### src/rtl/fft_input_reorder_1_pkg.sv
// fft_input_reorder_1_pkg: shared FFT constants (N, DW, LOG2N) and the bit-reversal index helper
package fft_input_reorder_1_pkg;
  localparam int N = 8;
  localparam int DW = 12;
  localparam int LOG2N = $clog2(N);
  function automatic int bitrev(input int v, input int bits);
    int r;
    r = 0;
    for (int i = 0; i < 32; i++) if (i < bits) r = {r[30:0], v[i]};
    return r;
  endfunction
endpackage

### src/rtl/fft_input_reorder_1.sv
// fft_input_reorder_1: ping-pong bit-reversal frame buffer; sample_* in (valid/ready), frame_* out (valid/ready), flush drops partial frame, fill_level = samples in write bank
import fft_input_reorder_1_pkg::*;
module fft_input_reorder_1 #(
  parameter int N = fft_input_reorder_1_pkg::N,
  parameter int DW = fft_input_reorder_1_pkg::DW,
  localparam int LOG2N = $clog2(N)
) (
  input  logic              clk,
  input  logic              rst,
  input  logic              flush,
  input  logic [DW-1:0]     sample_real,
  input  logic [DW-1:0]     sample_img,
  input  logic              sample_valid,
  output logic              sample_ready,
  output logic [N*DW-1:0]   frame_real,
  output logic [N*DW-1:0]   frame_img,
  output logic              frame_valid,
  input  logic              frame_ready,
  output logic [LOG2N-1:0]  fill_level
);
  logic [DW-1:0] mem_re [2][N];
  logic [DW-1:0] mem_im [2][N];
  logic [1:0] full;
  logic wr_bank, rd_bank, accept, last;
  logic [LOG2N-1:0] wr_cnt, wa;
  assign sample_ready = !full[wr_bank];
  assign frame_valid = full[rd_bank];
  assign fill_level = wr_cnt;
  assign accept = sample_valid && sample_ready && !flush;
  assign last = wr_cnt == LOG2N'(N - 1);
  assign wa = LOG2N'(bitrev(int'(wr_cnt), LOG2N));
  always_ff @(posedge clk) begin
    if (accept) begin
      mem_re[wr_bank][wa] <= sample_real;
      mem_im[wr_bank][wa] <= sample_img;
    end
  end
  always_ff @(posedge clk or posedge rst) begin
    if (rst) begin
      wr_cnt <= '0;
      wr_bank <= 1'b0;
      rd_bank <= 1'b0;
      full <= '0;
    end else begin
      if (flush) wr_cnt <= '0;
      else if (accept) wr_cnt <= wr_cnt + 1'b1;
      if (accept && last) begin
        full[wr_bank] <= 1'b1;
        wr_bank <= ~wr_bank;
      end
      if (frame_valid && frame_ready) begin
        full[rd_bank] <= 1'b0;
        rd_bank <= ~rd_bank;
      end
    end
  end
  for (genvar k = 0; k < N; k++) begin : g_out
    assign frame_real[DW*k +: DW] = mem_re[rd_bank][k];
    assign frame_img[DW*k +: DW] = mem_im[rd_bank][k];
  end
endmodule

### config.mk
export PLATFORM = sky130hd
export DESIGN_NAME = fft_input_reorder_1
export DESIGN_NICKNAME = d
export VERILOG_FILES = /design/src/rtl/fft_input_reorder_1_pkg.sv /design/src/rtl/fft_input_reorder_1.sv
export SDC_FILE = /design/constraint.sdc
export NUM_CORES = 1
export LEC_CHECK = 0
export ABC_AREA = 1
export CAP_MARGIN = 10
export CORE_ASPECT_RATIO = 0.75
export CORE_UTILIZATION = 50
export DETAILED_ROUTE_END_ITERATION = 12
export DONT_BUFFER_PORTS = 1
export PLACE_DENSITY = 0.62
export SLEW_MARGIN = 15
export SYNTH_ARGS = -nofsm -noshare
export SYNTH_HDL_FRONTEND = slang
export SYNTH_SLANG_ARGS = --single-unit
### constraint.sdc
create_clock -name clk -period 3.2 [get_ports clk]
set_input_delay 0.64 -clock clk [delete_from_list [all_inputs] [get_ports clk]]
set_output_delay 0.64 -clock clk [all_outputs]
set_load 0.02 [all_outputs]
== Yosys cells after proc, flatten, opt, wreduce, memory -nomap -nowiden ==
Memories as Yosys holds them, arrays and structs flattened.
Cells that the tools add are included.

* Flip-flop bits (word level): 7
* Memory bits (writable): 384
* Bits of input ports: 29
* Output and inout port bits: 197
* Logic and storage cells: 46
* Memories: 2

* Add/subtract/negate cells: 1
* Order comparisons: 6
* Equal/unequal tests: 1
* Mux-type cells: 16
* Bitwise gates (word level): 6
* Reductions and logical operators: 10

{| class="wikitable"
|+ Memory list
! memory !! words !! width !! read ports !! clocked after memory_dff !! wr ports !! RTL line !! RTL
|-
| mem_im || 2 || 96 || 1 || 0 || 1 || fft_input_reorder_1.sv:22 || <nowiki>logic [DW-1:0] mem_im [2][N];</nowiki>
|-
| mem_re || 2 || 96 || 1 || 0 || 1 || fft_input_reorder_1.sv:21 || <nowiki>logic [DW-1:0] mem_re [2][N];</nowiki>
|}

{| class="wikitable"
|+ Operators by type and width
! operator !! number
|-
| $mux 96 || 1
|-
| $demux 12 s3 || 1
|-
| $mux 12 || 1
|-
| $logic_and 1x1->1 || 7
|-
| $mux 1 || 7
|-
| $mux 3 || 2
|-
| $ge 4x4->1 const B || 1
|-
| $lt 1x2->1 const B || 2
|-
| $lt 4x1->1 const B || 1
|-
| $mux 2 || 2
|-
| $not 3->4 || 1
|-
| $add 3x1->3 const B || 1
|-
| $eq 3x3->1 const B || 1
|-
| $and 2x2->2 || 1
|-
| $demux 1 s1 || 2
|-
| $ge 1x1->1 const B || 2
|-
| $logic_not 1->1 || 2
|-
| $not 1->1 || 2
|-
| $not 2->2 || 1
|-
| $or 2x2->2 || 1
|-
| $reduce_bool 2->1 || 1
|}

== Depth between registers and ports, before layout ==
Gate-level depths: netlist (run 1).

* Word-level depth: 9
* Depth in mapped cells: 8
* Gate-level depth less buffers: 7

== Worst setup path after synthesis (run 1) ==
OpenSTA, ideal clock, no wires.

* Path type: input port to flip-flop
* From: in sample_valid
* To: mem mem_im[0][24] (netlist name) (enable)
* Library setup time: 405 ps
* Data arrival time: 2097 ps
* Required time: 2795 ps
* Setup slack: 699 ps
* Stages on the path: 5
* Buffers on the path: 1
* Cell sequence: nand3_2 nor2_4 buf_6 nand3_2 nor2_1

* Longest elaborated chain between the ends: 4

{| class="wikitable"
|+ RTL lines
! element !! RTL line !! RTL
|-
| start, declared || fft_input_reorder_1.sv:13 || <nowiki>input logic sample_valid,</nowiki>
|-
| $logic_and 1x1->1 (2 in series) || fft_input_reorder_1.sv:29 || <nowiki>assign accept = sample_valid && sample_ready && !flush;</nowiki>
|-
| $mux 1 || fft_input_reorder_1.sv:33 || <nowiki>if (accept) begin</nowiki>
|-
| $mux 96 (not written as such) || fft_input_reorder_1.sv:35 || <nowiki>mem_im[wr_bank][wa] <= sample_img;</nowiki>
|-
| end, declared || fft_input_reorder_1.sv:22 ||
|}

No other way between the ends.

== Final worst setup path (run 1) ==
* From: reg rd_bank
* To: out frame_img[54]

* Longest elaborated chain between the ends: 1

{| class="wikitable"
|+ RTL lines
! element !! RTL line !! RTL
|-
| start, declared || fft_input_reorder_1.sv:24 || <nowiki>logic wr_bank, rd_bank, accept, last;</nowiki>
|-
| start signal, assigned || fft_input_reorder_1.sv:53 || <nowiki>rd_bank <= ~rd_bank;</nowiki>
|-
| $mem_v2 2x96 || -- ||
|-
| end, declared || fft_input_reorder_1.sv:16 || <nowiki>output logic [N*DW-1:0] frame_img,</nowiki>
|}

No other way between the ends.

==> metrics.csv, run 1 <==
metric,value,unit
outcome,completed,
leakagePower,6.09,nW
crit_family,buffers and inverters,
combPwrFrac,26.9,%
power.total,0.0133,W
final_layout_size_suffix_gt1_share,8.32,%
grt_max_degree,194,
avgSynthCellArea,13.5,sq um
path_common_cell,nand2_1,
drc,0,
hp-class,input port to flop,
initial_core_util,51.2,%
die_w,198,microns
vias_per_cell,5.09,
cts_tree,done,
drt-total-wl,32800,microns
syn_area,14500,sq um
clkTransAtPathRegs,60,ps
r2r-end,mem_re[1][92]$_DFFE_PP_,
dpl.hpwl,19200,microns
power_frac_seq,43.2,%
antenna_found_initial,1,
vias,7662,
cts-htree-levels,2,
p_int,0.00845,W
clockPowerShare,29.9,%
grt_pass1_vias,7126,
critPathArrivalTime,2290,ps
finalCritPeriodShare,91.5,%
crit_type,flop to output pin,
crit_buf_inv,1,
root_buffer,clkbuf_16,
hold_viol_final,0,
drt_iter0_markers,448,
p_switching,0.00489,W
routabilityCongestion,0.752,
yosysSeqAreaShare,80.9,%
postRouteAntennaNets,0,
finalSetupViolations,0,
worstSetupEndpoint,frame_img[54],
min_period,2930,ps
grt_pass1_wl,47000,microns
first_pass_iters,4,
swShare,36.7,%
required,2560,ps
synthToLayoutAreaGrowth,11.3,%
portBuffers,0,
p_per_area,828,nW/um^2
cts_hold_buf,1,
wl_per_cell,21.8,microns
numCtsBuffers,38,
ys_warn_count,0,
setup_tns,0,ps
max_freq,342,MHz
drv_slew,0,
gr-total-overflow,0,
worst-slew-pin-transition,1120,ps
die_h,149,microns
cts_setup_buffers,0,
fin_nets,1127,
ir_worst_vdd,0.551,mV
startpoint,rd_bank$_DFFE_PP0N_,
rows,53,
maxCapViolCount,0,
cp_max_fo,193,
reg2reg_from,wr_bank$_DFFE_PP0N_,
ys_ff_latch,391,
io-pin-count,226,
setup.worst_path.end_class,output pin,
start_kind,flop,
maxSlewHeadroom,25.1,%
synth_fp_nets,1111,
skew,20.8,ps
die_area,29600,sq um
synth.distinct_cells,19,
path_depth,3,
netlist_instances,1076,
clk_path_buf_depth,3,
cpMaxStageDelayCell,buf_12,
r2r_setup_slack,710,ps
clock-sinks,391,
rsz0062_at_grt,false,
path_cells,"buf_12, nand2_1, nand2_1",
core-area,28200,sq um
globalRouteTotalUtil,22.2,%
slowest_delay,480,ps
worstRegToRegCells,7,
ctsResizeCount,0,
clk-insertion-delay-late,550,ps
[cell usage after synthesis]
cell,instances,area share [%]
clkbuf_1,6,0.16
nor3_2,2,0.14
and2_1,1,0.043
nand2_1,586,15
a21oi_1,2,0.069
o21ai_0,2,0.069
ha_1,6,0.52
nor2_4,1,0.078
edfxtp_1,384,80
buf_6,2,0.16
buf_2,37,1.3
dfrtp_1,7,1.2
nor2_1,14,0.36
nand3_2,7,0.48
nand2_2,1,0.043
nand3_1,2,0.069
o22ai_1,2,0.086
inv_2,3,0.078
inv_1,11,0.29
[sequential cells by signal, summed over array words and instances, names as in the netlist]
register    count
fill_level      3
wr_bank         1
full            2
mem_re        192
rd_bank         1
mem_im        192
[worst min path at each step]
stage / startpoint / endpoint / depth (start not counted)
2_1_floorplan: rst / fill_level[0]$_DFFE_PP0P_ / 1
3_5_place_dp: rst / full[1]$_DFF_PP0_ / 1
3_3_place_gp: rst / full[1]$_DFF_PP0_ / 1
5_1_grt: sample_img[5] / mem_im[0][65]$_DFFE_PP_ / 0
6_report: sample_real[7] / mem_re[0][67]$_DFFE_PP_ / 0
4_1_cts: sample_img[5] / mem_im[0][65]$_DFFE_PP_ / 0
[placed cells by master (no fill, tap or decap)]
master	count
nand2_1	586
ha_1	6
buf_12	4
inv_6	3
dlygate4sd3_1	1
buf_4	16
a21oi_1	2
nor2_1	2
dfrtp_4	1
inv_1	11
nand3_2	7
nor2_4	7
nor2_2	6
and2_1	1
diode_2	1
edfxtp_1	384
nand2_2	1
dfrtp_1	6
o21ai_0	2
clkinv_8	1
clkbuf_16	38
nor3_4	2
clkinv_1	11
o22ai_1	2
clkbuf_1	9
inv_2	2
nand3_1	2
clkinv_2	5
[stage by stage]
| step | cell area (sq um) | std cells | util, % | setup slack [ps] | hold WS (ps) |
|---|---|---|---|---|---|
| 2_1_floorplan | 14500 | 1076 | - | 699 | 443 |
| 3_3_place_gp | 15000 | 1436 | 53.1 | 715 | 491 |
| 3_5_place_dp | 15000 | 1436 | 53.1 | 698 | 490 |
| 4_1_cts | 16100 | 1503 | 57.0 | 366 | 166 |
| 5_1_grt | 16100 | 1503 | 57.0 | 229 | 166 |
| 6_report | 16100 | 1504 | 57.0 | 273 | 192 |
[layout make-up]
cell class	instances	area, sq um
Clock inverter	19	100
Inverter	14	57.6
Multi-Input combinational cell	626	2560
Sequential cell	391	11700
Timing Repair Buffer	21	210
Fill cell	2219	12100
Clock buffer	47	985
Antenna cell	1	2.50
Tap cell	385	482
[power by group through the flow]
stage | combinational (W) | sequential [W] | clock (W)
finish | 0.00359 | 0.00576 | 0.00399
CTS | 0.00364 | 0.00576 | 0.00408
floorplan | 0.00289 | 0.00585 | 0
global placement | 0.00360 | 0.00587 | 0
global route | 0.00391 | 0.00577 | 0.00426
detailed placement | 0.00363 | 0.00587 | 0
[routing by layer]
metal / part of all wire, % / vias to the layer above / track usage, %
li1: - / 3649 / -
met1: 44 / 3737 / 31.1
met2: 45 / 244 / 33.3
met3: 9.7 / 32 / 8.32
met4: 1.2 / 0 / 4.96
met5: 0 / - / 0
[kinds of logic after synthesis]
kind of cell	share of synthesized area (%)
AND/OR/NAND/NOR	16.4
flip-flops	80.9
buffers and inverters	1.95
AO/OA/AOI/OAI	0.225
adder cells (fa/ha/maj)	0.519
Note: power is estimated with default switching activity, not from simulation.
==> inputs of run 2 (changes only) <==
- ABC_AREA: 1 -> not set
==> run 2 against run 1 <==
Worst setup slack better by 270 ps. Routed wire length down 9.5%. Register-to-register slack better by 190 ps. First-iteration DRC count down 15%. Global-route usage down 2.0 points. Maximum frequency up 10%. Via count down 19%. Count of clock-buffer cells in the layout down 2.
==> metrics.csv, run 2 <==
metric,value,unit,change
outcome,completed,,
maxSlewHeadroom,60.0,%,+35 points
syn_area,14400,sq um,-0.79%
drt_iter0_markers,379,,-15%
hp-class,input port to flop,,
cts_setup_buffers,0,,unchanged
placed_cell_area,15000,sq um,about the same
crit_type,flop to output pin,,
synthDominantCellAreaShare,80.3,%,+0.63 points
grt_pass1_wl,42800,microns,-9.0%
final_layout_size_suffix_gt1_share,38.5,%,+30 points
ys_warn_count,0,,unchanged
vias_per_cell,5.59,,+9.8%
drc,0,,unchanged
worst-slew-pin-transition,600,ps,-523 ps
leakagePower,5.09,nW,-16%
die_w,198,microns,-0.39%
avgSynthCellArea,21.6,sq um,+61%
skew,15.9,ps,-4.89 ps
fin_util,57.3,%,+0.31 points
die_area,29400,sq um,-0.77%
gr-total-overflow,0,,unchanged
ys_ff_latch,391,,unchanged
critPathArrivalTime,2020,ps,-270 ps
wl_per_cell,26.7,microns,+22%
finalCritPeriodShare,83.0,%,-8.5 points
dp_cells,1047,,-27%
root_buffer,clkbuf_16,,
p_per_area,640,nW/um^2,-23%
rsz0062_at_grt,false,,
max_freq,376,MHz,+10%
synthToLayoutAreaGrowth,12.2,%,
drt-total-wl,29600,microns,-9.5%
worstRegToRegCells,4,,-3
dpl.hpwl,18000,microns,-6.0%
min_period,2660,ps,-270 ps
routabilityCongestion,0.879,,+17%
clock-sinks,391,,unchanged
first_pass_iters,4,,unchanged
wl_met1,12800,microns,-12%
core-area,28100,sq um,-0.47%
hold_viol_final,0,,unchanged
drv_slew,0,,unchanged
globalRouteTotalUtil,20.3,%,-2.0 points
synth_edf_count,384,,unchanged
fillers,2097,,-5.5%
ir_worst_vdd,0.502,mV,-9.0%
die_h,149,microns,-0.39%
fin_nets,737,,-35%
finalSetupViolations,0,,unchanged
clk-insertion-delay-late,520,ps,-30 ps
final_common_cell,edfxtp_1,,
setup.worst_path.end_class,output pin,,
n_antenna_cell,0,,-1
wl_met2,13500,microns,-8.1%
synth.distinct_cells,28,,+9
synth_fp_nets,699,,-37%
grt_max_degree,73,,-62%
ys_top_cells_by_count,"384 x edfxtp_1, 193 x mux2_2, 21 x buf_2",,
start_kind,flop,,
reg2reg_from,fill_level[2]$_DFFE_PP0P_,,
yosys-top-cells-area,"edfxtp_1 80%, mux2_2 15%, dfrtp_1 1.2%",,
finalInstanceArea,16100,sq um,about the same
worstSetupEndpoint,frame_real[69],,
cts-htree-levels,2,,unchanged
portBuffers,0,,unchanged
cts_tree,done,,
netlist_instances,664,,-38%
final-instance-count-excl-fill,1112,,-26%
post-synth-top-count-cell,edfxtp_1,,
vias,6221,,-19%
mostFrequentLayoutCells,"384 x edfxtp_1, 193 x mux2_2, 39 x clkbuf_16",,
r2r-end,mem_im[0][75]$_DFFE_PP_,,
initial_core_util,51.1,%,-0.16 points
top_layer_used,met4,,
clkTransAtPathRegs,70,ps,about the same
clk_path_buf_depth,3,,unchanged
io-pin-count,226,,unchanged
yosys.area.top_type,edfxtp_1,,
required,2560,ps,about the same
yosysSeqAreaShare,81.5,%,+0.64 points
grt_pass1_vias,6442,,-9.6%
antenna_found_initial,1,,unchanged
r2r_setup_slack,900,ps,+190 ps
startpoint,rd_bank$_DFFE_PP0N_,,
synth-main-ff-cell,edfxtp_1,,
rows,53,,unchanged
postRouteAntennaNets,0,,unchanged
async_flop_share,1.79,%,unchanged
numCtsBuffers,37,,-2.6%
cp_max_fo,72,,-63%
maxCapViolCount,0,,unchanged
wl_met3,2790,microns,-13%
-- run 2: changes by cell type in the layout (fill, tap and decap cells not counted), sizes merged, moves of 3 or more --
| cell | change |
|---|---|
| nand2 | -584 |
| nor4 | +9 |
| mux2 | +193 |
| nand2b | +3 |
| nand3 | -8 |
| nor2 | -9 |
| buf | +3 |
| inv | -6 |
-- run 2: stage by stage --
step / setup WS [ps] / setup TNS (ps) / power, W / hold slack (ps)
5_1_grt: 454 / 0 / 0.0106 / 170
6_report: 543 / 0 / 0.0103 / 194
3_3_place_gp: 981 / 0 / 0.00638 / 468
3_5_place_dp: 922 / 0 / 0.00639 / 484
2_1_floorplan: -694 / -140140 / 0.00628 / 443
4_1_cts: 517 / 0 / 0.0104 / 170
-- run 2: cell families after synthesis --
group / after synthesis / synth area share [%]
buf+inv: 34 / 1.07
compound gates: 9 / 0.375
simple gates: 30 / 1.30
fa+ha+maj: 6 / 0.523
mux: 194 / 15.2
flops: 391 / 81.5
-- run 2: what timing repair did --
item	in CTS	in global routing
endpoints found under the hold margin	7	0
hold buffers	1	0
resized for setup	0	0
-- run 2: final cells by class --
| cell class | instances | area, sq um | area share, % |
|---|---|---|---|
| flip-flops and latches | 391 | 11700 | 72.7 |
| multi-input cells | 239 | 2560 | 15.9 |
| clock buffers | 45 | 998 | 6.20 |
| well taps | 385 | 482 | 2.99 |
| repair buffers | 24 | 220 | 1.37 |
| clock inverters | 19 | 109 | 0.675 |
| inverters | 9 | 33.8 | 0.210 |
-- run 2: worst min path at each step --
| stage | start | endpoint | slack (ps) | cells past startpoint |
|---|---|---|---|---|
| 5_1_grt | flush | fill_level[2]$_DFFE_PP0P_ | 170 | 1 |
| 3_5_place_dp | rst | full[0]$_DFF_PP0_ | 480 | 1 |
| 4_1_cts | flush | fill_level[2]$_DFFE_PP0P_ | 170 | 1 |
| 6_report | flush | fill_level[2]$_DFFE_PP0P_ | 190 | 1 |
| 3_3_place_gp | rst | fill_level[0]$_DFFE_PP0P_ | 470 | 1 |
| 2_1_floorplan | rst | fill_level[0]$_DFFE_PP0P_ | 440 | 1 |
-- run 2: power by group --
part,switching [W],internal (W),leakage (nW)
registers,0.0000285,0.00567,3.55
clock network,0.00175,0.00229,0.545
logic,0.000375,0.000193,0.993
total,0.00215,0.00816,5.09
-- run 2: worst max-delay path: stages (launching register included) --
cell	delay (ps)
dfrtp_4	600
buf_12	350
mux2_2	480
-- run 2: routing by layer --
layer,vias up,GRT usage (%)
met5,-,0
met1,3254,27.7
met3,46,7.39
li1,2713,-
met2,208,31.0
met4,0,5.23
